### config.mk
export PLATFORM = sky130hd
export DESIGN_NAME = player_motion
export DESIGN_NICKNAME = d
export VERILOG_FILES = /design/src/rtl/player_motion_pkg.sv /design/src/rtl/player_motion_tick.sv /design/src/rtl/player_motion.sv
export SDC_FILE = /design/constraint.sdc
export NUM_CORES = 1
export LEC_CHECK = 0
export ABC_AREA = 1
export CORE_AREA = 2 2 93 113
export DETAILED_ROUTE_END_ITERATION = 10
export DIE_AREA = 0 0 95 115
export GPL_TIMING_DRIVEN = 1
export PLACE_DENSITY = 0.58
export RECOVER_POWER = 100
export SLEW_MARGIN = 10
export SYNTH_ARGS = -nofsm -noshare
export SYNTH_HDL_FRONTEND = slang
export SYNTH_HIERARCHICAL = 1
export SYNTH_SLANG_ARGS = --single-unit
export TNS_END_PERCENT = 1
### constraint.sdc
create_clock -name clk -period 3.46 [get_ports clk]
set_clock_uncertainty 0.05 [all_clocks]
set_input_delay 0.692 -clock clk [delete_from_list [all_inputs] [get_ports clk]]
set_output_delay 0.692 -clock clk [all_outputs]
set_load 0.005 [all_outputs]
### src/rtl/player_motion_pkg.sv
// Shared definitions for the player motion block: game-state codes, facing
// encodings, sprite frames and playfield limits.
package player_motion_pkg;

    localparam logic [3:0] GS_TITLE  = 4'd0;
    localparam logic [3:0] GS_INTRO1 = 4'd1;
    localparam logic [3:0] GS_STAGE1 = 4'd2;
    localparam logic [3:0] GS_INTRO2 = 4'd3;
    localparam logic [3:0] GS_STAGE2 = 4'd4;
    localparam logic [3:0] GS_INTRO3 = 4'd5;
    localparam logic [3:0] GS_STAGE3 = 4'd6;
    localparam logic [3:0] GS_WIN    = 4'd7;
    localparam logic [3:0] GS_FAIL   = 4'd8;

    localparam int unsigned SPRITE_SIZE = 10;
    localparam logic [9:0]  X_MAX       = 10'd310;
    localparam logic [9:0]  Y_MAX       = 10'd230;
    localparam logic [3:0]  DEAD_FRAME  = 4'd8;
    localparam logic [3:0]  OFF_FRAME   = 4'd1;

    typedef enum logic [1:0] {
        FACE_UP    = 2'd0,
        FACE_DOWN  = 2'd1,
        FACE_LEFT  = 2'd2,
        FACE_RIGHT = 2'd3
    } facing_e;

    typedef enum logic [1:0] {
        MS_OFF,
        MS_IDLE,
        MS_WALK,
        MS_DEAD
    } motion_state_e;

    function automatic logic is_stage(input logic [3:0] gs);
        return (gs == GS_STAGE1) || (gs == GS_STAGE2) || (gs == GS_STAGE3);
    endfunction

endpackage

### src/rtl/player_motion_tick.sv
// Modulo-N counter with enable and synchronous clear; wrap_o pulses on the
// enabled cycle in which the count returns to zero.
module tick_divider #(
    parameter int unsigned MODULUS = 4
) (
    input  logic clk,
    input  logic rst_n,
    input  logic en_i,
    input  logic clr_i,
    output logic wrap_o
);

    localparam int unsigned W = (MODULUS > 1) ? $clog2(MODULUS) : 1;

    logic [W-1:0] cnt_q;

    assign wrap_o = en_i && !clr_i && (cnt_q == W'(MODULUS - 1));

    // NOTE: state registers use non-blocking assignments so every flop samples pre-edge values.
    always_ff @(posedge clk) begin
        if (!rst_n) begin
            cnt_q <= '0;
        end else if (clr_i) begin
            cnt_q <= '0;
        end else if (en_i) begin
            cnt_q <= wrap_o ? '0 : cnt_q + W'(1);
        end
    end

endmodule

### src/rtl/player_motion.sv
// Player sprite motion: stage-gated OFF/IDLE/WALK/DEAD FSM, divided movement
// ticks with saturating position, facing latch and walk-frame animation.
module player_motion
    import player_motion_pkg::*;
#(
    parameter int unsigned MOVE_DIV = 500000,
    parameter int unsigned ANIM_DIV = 4,
    parameter int unsigned STEP     = 1,
    parameter int unsigned START_X  = 10,
    parameter int unsigned START_Y  = 115
) (
    input  logic       clk,
    input  logic       rst_n,
    input  logic [3:0] state,
    input  logic       key_up,
    input  logic       key_down,
    input  logic       key_left,
    input  logic       key_right,
    input  logic       die,
    output logic [8:0] player_x,
    output logic [8:0] player_y,
    output logic [3:0] player_state,
    output logic       moving
);

    motion_state_e state_q, state_d;
    facing_e       facing_q, facing_d, dir;
    logic [8:0]    x_q, x_d, y_q, y_d;
    logic [3:0]    frame_q, frame_d;
    logic [3:0]    prev_gs_q;
    logic          phase_q, phase_d;
    logic          moving_q;
    logic          in_stage, stage_change, any_key;
    logic          move_tick, anim_wrap, do_move, walking;
    logic [9:0]    x_w, y_w, step_w;

    assign in_stage     = is_stage(state);
    assign stage_change = (state != prev_gs_q);
    assign any_key      = key_up | key_down | key_left | key_right;
    assign walking      = (state_q == MS_WALK);

    tick_divider #(.MODULUS(MOVE_DIV)) u_move_div (
        .clk    (clk),
        .rst_n  (rst_n),
        .en_i   (walking),
        .clr_i  (!walking),
        .wrap_o (move_tick)
    );

    tick_divider #(.MODULUS(ANIM_DIV)) u_anim_div (
        .clk    (clk),
        .rst_n  (rst_n),
        .en_i   (move_tick),
        .clr_i  (!walking),
        .wrap_o (anim_wrap)
    );

    // NOTE: every always_comb output gets a default first so no latch is inferred.
    always_comb begin
        state_d = state_q;
        unique case (state_q)
            MS_OFF:  if (in_stage) state_d = MS_IDLE;
            MS_IDLE: if (die) state_d = MS_DEAD; else if (any_key) state_d = MS_WALK;
            MS_WALK: if (die) state_d = MS_DEAD; else if (!any_key) state_d = MS_IDLE;
            MS_DEAD: state_d = MS_DEAD;
        endcase
        // Leaving the stage, or hopping straight to another stage, respawns via OFF.
        if (!in_stage || (state_q != MS_OFF && stage_change)) state_d = MS_OFF;
    end

    always_comb begin
        dir = facing_q;
        if (key_up)         dir = FACE_UP;
        else if (key_down)  dir = FACE_DOWN;
        else if (key_left)  dir = FACE_LEFT;
        else if (key_right) dir = FACE_RIGHT;
    end

    assign do_move = move_tick && (state_d == MS_WALK);
    assign x_w     = {1'b0, x_q};
    assign y_w     = {1'b0, y_q};
    assign step_w  = 10'(STEP);

    always_comb begin
        x_d      = x_q;
        y_d      = y_q;
        facing_d = facing_q;
        phase_d  = phase_q;
        if (state_d == MS_OFF) begin
            x_d = 9'(START_X);
            y_d = 9'(START_Y);
        end else if (do_move) begin
            facing_d = dir;
            unique case (dir)
                FACE_UP:    y_d = (y_w < step_w)          ? 9'd0        : 9'(y_w - step_w);
                FACE_DOWN:  y_d = (y_w + step_w > Y_MAX)  ? 9'(Y_MAX)   : 9'(y_w + step_w);
                FACE_LEFT:  x_d = (x_w < step_w)          ? 9'd0        : 9'(x_w - step_w);
                FACE_RIGHT: x_d = (x_w + step_w > X_MAX)  ? 9'(X_MAX)   : 9'(x_w + step_w);
            endcase
        end
        if (state_d != MS_WALK) phase_d = 1'b0;
        else if (anim_wrap)     phase_d = ~phase_q;

        unique case (state_d)
            MS_OFF:  frame_d = OFF_FRAME;
            MS_DEAD: frame_d = DEAD_FRAME;
            default: frame_d = {1'b0, facing_d, phase_d};
        endcase
    end

    always_ff @(posedge clk) begin
        if (!rst_n) begin
            state_q   <= MS_OFF;
            facing_q  <= FACE_RIGHT;
            phase_q   <= 1'b0;
            x_q       <= 9'(START_X);
            y_q       <= 9'(START_Y);
            frame_q   <= OFF_FRAME;
            moving_q  <= 1'b0;
            prev_gs_q <= GS_TITLE;
        end else begin
            state_q   <= state_d;
            facing_q  <= facing_d;
            phase_q   <= phase_d;
            x_q       <= x_d;
            y_q       <= y_d;
            frame_q   <= frame_d;
            moving_q  <= (state_d == MS_WALK);
            prev_gs_q <= state;
        end
    end

    assign player_x     = x_q;
    assign player_y     = y_q;
    assign player_state = frame_q;
    assign moving       = moving_q;

endmodule
# Word level (Yosys, flattened, before mapping)
# Cells that the tools add are included.
[word_totals] reg_bits=53 inputBits=11 out_inout_bits=23 word_cells=84
[op_classes] add_sub_neg=6 n_lt_le_gt_ge=4 eq_ne=15 mux=23 n_bitwise=6 reduce_logical=20
[ops] cell="$mux W9" n=4
[ops] cell="$pmux W9 S2" n=2
[ops] cell="$mux W2" n=13
[ops] cell="$add A9 B1 Y10 const B" n=2
[ops] cell="$add A19 B1 Y19 const B" n=1
[ops] cell="$eq A19 B19 Y1 const B" n=1
[ops] cell="$lt A9 B1 Y1 const B" n=2
[ops] cell="$sub A9 B1 Y9 const B" n=2
[ops] cell="$eq A2 B2 Y1 const B" n=7
[ops] cell="$gt A10 B8 Y1 const B" n=1
[ops] cell="$gt A10 B9 Y1 const B" n=1
[ops] cell="$eq A4 B3 Y1 const B" n=2
[ops] cell="$pmux W2 S4" n=1
[ops] cell="$pmux W4 S2" n=1
[ops] cell="$logic_not A2 Y1" n=3
[ops] cell="$reduce_and A2 Y1" n=3
[ops] cell="$reduce_bool A2 Y1" n=3
[ops] cell="$logic_and A1 B1 Y1" n=5
[ops] cell="$eq A2 B1 Y1 const B" n=2
[ops] cell="$eq A4 B2 Y1 const B" n=1
[ops] cell="$ne A4 B4 Y1" n=1
[ops] cell="$logic_or A1 B1 Y1" n=3
[ops] cell="$not A1 Y1" n=3
[ops] cell="$or A1 B1 Y1" n=3
[ops] cell="other kinds (6)" n=7

# Logic depth before layout (Yosys ltp)
[depth] ltp_word=12 mapped_depth=17 ltp_nobuf=16

# By module
# Netlist, hierarchy kept.
[by_module_without_submodules] mod="player_motion" n_inst=1 cells_each=355 area_each_um2=2260.9 seq_area_each_um2=640.6
[by_module_without_submodules] mod="tick_divider (u_move_div)" n_inst=1 cells_each=160 area_each_um2=1027.2 seq_area_each_um2=380.4
[by_module_without_submodules] mod="tick_divider (u_anim_div)" n_inst=1 cells_each=16 area_each_um2=108.9 seq_area_each_um2=40.0

# Worst setup path after synthesis
# Ideal clock, no wire load.
[synth_path] kind="in2reg" start="input state[1]" end="register y_q[6] (netlist: player_y[6])" arrival_ns=2.367 t_required_ns=3.288 slack_ns=0.921 cell_stages=17 path_buffers=1 path_cell_list="xor2_1 -> nor2_1 -> nand2_1 -> nor4_1 -> nand2_1 -> inv_1 -> ha_1 -> nand2_1 -> inv_1 -> nand2_1 -> buf_2 -> nor3_1 -> nor2_1 -> a21oi_1 -> nand2_1 -> nand2_1 -> nand2_1"
[synth_between] elab_chain_cells=9
[synth_lines] item="start: declaration" line="player_motion.sv:14" source="input logic [3:0] state,"
[synth_lines] item="$eq A4 B2 Y1 / $eq A4 B3 Y1 (equally long branches)" line="player_motion_pkg.sv:36" source="return (gs == GS_STAGE1) || (gs == GS_STAGE2) || (gs == GS_STAGE3);"
[synth_lines] item="$logic_or A1 B1 Y1 (2 in series)" line="player_motion_pkg.sv:36"
[synth_lines] item="$mux W2 / $logic_not A1 Y1 (equally long branches)" line="player_motion.sv:62, player_motion.sv:68"
[synth_lines] item="$pmux W2 S4 / $logic_or A1 B1 Y1 (equally long branches)" line="player_motion.sv:61, player_motion.sv:68"
[synth_lines] item="$mux W2 *" line="player_motion.sv:68" source="if (!in_stage || (state_q != MS_OFF && stage_change)) state_d = MS_OFF;"
[synth_lines] item="named net state_d[1]" line="player_motion.sv:26" source="motion_state_e state_q, state_d;"
[synth_lines] item="$eq A2 B2 Y1" line="player_motion.sv:79" source="assign do_move = move_tick && (state_d == MS_WALK);"
[synth_lines] item="$logic_and A1 B1 Y1" line="player_motion.sv:79"
[synth_lines] item="$reduce_and A2 Y1 (no source line)"
[synth_lines] item="end signal: assignment" line="player_motion.sv:117" source="y_q <= 9'(START_Y);"
[synth_lines] item="end signal: assignment" line="player_motion.sv:126" source="y_q <= y_d;"
[synth_lines] item="end: declaration" line="player_motion.sv:28" source="logic [8:0] x_q, x_d, y_q, y_d;"
# The timed path passes the listed nets; every way through them passes the cells marked *.
# A chain may end at the register's enable or synchronous reset.

# Worst setup path in the final report
[layout_path] start="input state[0]" end="register y_q[7] (netlist: player_y[7])"
[layout_between] elab_chain_cells=9
[layout_lines] item="$eq A4 B2 Y1 / $eq A4 B3 Y1 (equally long branches)" line="player_motion_pkg.sv:36"
[layout_lines] item="$logic_or A1 B1 Y1 (2 in series)" line="player_motion_pkg.sv:36"
[layout_lines] item="$mux W2 / $logic_not A1 Y1 (equally long branches)" line="player_motion.sv:62, player_motion.sv:68"
[layout_lines] item="$pmux W2 S4 / $logic_or A1 B1 Y1 (equally long branches)" line="player_motion.sv:61, player_motion.sv:68"
[layout_lines] item="$mux W2 *" line="player_motion.sv:68"
[layout_lines] item="$eq A2 B2 Y1" line="player_motion.sv:79"
[layout_lines] item="$logic_and A1 B1 Y1" line="player_motion.sv:79"
[layout_lines] item="$reduce_and A2 Y1 (no source line)"
# Mark *: on every way between the ends. The rest lies on a longest branch, timed or not.

==> out/metrics.cfg <==
[worst_setup_path]
r2r_setup_slack_ns=0.77
crit_arrival_ns=3.22
r2r_end=player_y[8]
reg2reg_from=state_q[1]
path_class=primary input to register
endpoint_kind=register
critPathMaxStageDelay_ns=0.46
crit_path_start=state[0]
rr_worst_depth=15
required_ns=3.64
cp-start-kind=primary input
crit_fanout=8
cp_slowest_cell=clkdlybuf4s50_1
crit_chain=clkdlybuf4s50_1 > nor2_1 > o21ai_0 > nor4_1 > a21oi_1 > ha_1 > nand2_1 > inv_1 > nand2_1 > clkbuf_1 > a21oi_1 > nand2_1 > inv_1 > a21oi_1

[global_route]
gr-total-overflow=0
grtUsageTotal_pct=16.1
grt_max_degree=17
antenna_found_initial=0
grt_pass1_vias=3158
grt_pass1_wl_mm=14.3

[synthesis]
synth-edff-count=0
yosysWarnings=6
synth-simple-area-share_pct=39.3
synth_flop_cell=dfxtp_1
syn_area_per_cell_um2=6.40
synthArstFlopShare_pct=0
yosys-mux-area-fraction_pct=0
synth_top_family_by_area=simple AND/OR/NAND/NOR gates
synth_area_leaders=dfxtp_1 31%, nand2_1 14%, inv_1 8.3%, nor2_1 8.1%, nand3_1 5.9%
synth_seq_cells=53
synthCells=531
synth_top_cell_area_share_pct=31.2
syn_nets=553
yosys-top-cells-count=129 x nand2_1, 75 x inv_1, 73 x nor2_1, 53 x dfxtp_1, 40 x nand3_1
yosysSeqAreaShare_pct=31.2
synth_area_leader_cell=dfxtp_1
synth-compound-area-share_pct=10.0
netlist_area_mm2=0.00340
synth_fa_ha_area_share_pct=4.05
synth_most_common_cell=nand2_1
synthDistinctLibCells=36
synth_xor_area_share_pct=5.67

[floorplanning]
fp.dieArea_mm2=0.0109
rows=40
pin_count=34
die_h_um=115
start_util_pct=34.5
fp.dieW_um=95
fp.coreArea_mm2=0.00986

[sta]
setup_tns_ns=0
setup-violations-final=0
fin_crit_sh_pct=87.9
relSlewSlack_pct=65.4
hold_viol=0
tightestPinTransition_ns=0.519
rsz0062_at_grt=false
clock.fmax_ghz=0.329
slew_viol_final=0
holdWs_ns=0.466
period_minus_slack_ns=3.04

[finish]
fill_cells=1034
syn2layout_area_growth_pct=18.6
nets=593
drive_gt1_share_pct=8.22
multi_input_area_mm2=0.00200
antenna_cells=0
seqCellArea_mm2=0.00106

[worst_hold_path]
min_path_type=register to register
hold_path_end=u_move_div/cnt_q[1]
min_from=u_move_div/cnt_q[1]
min_delay_path_depth=2

[drt]
routed_via_density=4.76
wirelength_mm=8.13
antenna_left=0
drt_iter0_markers=88
route.vias.total=3323
drtPass1Iterations=4
drc=0
routedWlPerCell_um=11.6

[placed_design]
gp_congestion=0.866
dpl.hpwl_mm=6.35
port_buffers=33

[pwr]
power.leakage_nw=1.74
ir_drop_mv=0.181
p_per_area_mw_per_mm2=294

[flow_run]
maxCapViolCount=0

[clock_tree]
cts_root_buf=clkbuf_16
cts_made_buffers=5
ctsHoldBuffers=0
cts.repair.resized=0
tritoncts=done
insertion_delay_ns=0.29
cts_buffer_depth=2
clk_transition_reported_paths_ns=0.07
clock-sinks=53
h-tree-depth=2
cts_setup_buffers=0

[run_status]
outcome=finished, final reports clean

[final cells by class]
cell class | count | area share [%]
clock buffers | 6 | 3.20
flip-flops and latches | 53 | 26.3
repair buffers | 39 | 9.13
inverters | 79 | 7.36
multi-input cells | 393 | 49.7
well taps | 126 | 3.91
clock inverters | 2 | 0.342
[worst max-delay path: cells and delay by family]
kind                       cells  cell delay, ns
AOI/OAI and AO/OA              4            0.51
adders and majority gates      1            0.27
buffers and inverters          4            0.91
and+or+nand+nor                5            0.82
[power breakdown]
part / switching, mW / internal, mW / leakage, nW
Sequential: 0.00257 / 0.616 / 0.429
Clock: 0.234 / 0.271 / 0.0712
Combinational: 0.0357 / 0.0255 / 1.24
Total: 0.273 / 0.912 / 1.74
[through the flow]
step                total power [mW]  cells  utilization [%]  worst slack [ns]  area (um2)
finish                          1.18    698             40.9             0.420        4030
floorplan                      0.665    531                -             0.921        3400
global placement               0.695    690             39.5             0.276        3900
global route                    1.23    698             40.9            0.0439        4030
CTS                             1.20    698             41.0             0.466        4040
detailed placement             0.695    690             39.5             0.166        3900
[state kept, by name, summed over array words and instances (netlist names)]
name              flops
u_move_div/cnt_q     19
player_x              9
u_anim_div/cnt_q      2
facing_q              2
player_y              9
prev_gs_q             4
phase_q               1
moving                1
player_state          4
state_q               2
[routing by layer]
metal	up-vias	GRT usage [%]	part of all wire (%)
li1	1752	-	-
met1	1509	19.7	45
met2	48	28.8	50
met3	14	2.62	3.2
met4	0	4.73	1.6
met5	-	0	0
[kinds of logic after synthesis]
| group | count (synthesis) |
|---|---|
| simple gates | 296 |
| fa+ha+maj | 11 |
| xor+xnor | 22 |
| compound gates | 64 |
| flops | 53 |
| buf+inv | 85 |
[cell usage in the layout (no fill, tap or decap), drive strengths merged, types with 2 or more instances in the layout]
master and count:
xnor2 4, inv 79, dfxtp 53, a21oi 32, nor4 2, clkdlybuf4s50 9
buf 4, nor3 8, clkbuf 8, clkinv 2, nand3 43, o21ai 25
dlygate4sd3 24, nand2 140, nand4 7, a31oi 4, xor2 18, ha 11
nor2 88, or2 4
[how the worst max path moves through the flow]
stage                        to  slack (ns)
floorplan           player_y[6]        0.92
global placement    player_y[8]        0.28
detailed placement  player_y[8]        0.17
CTS                 player_y[8]        0.47
global route        player_y[6]        0.04
finish              player_y[7]        0.42
No activity file was read; power rests on OpenSTA's default activity.
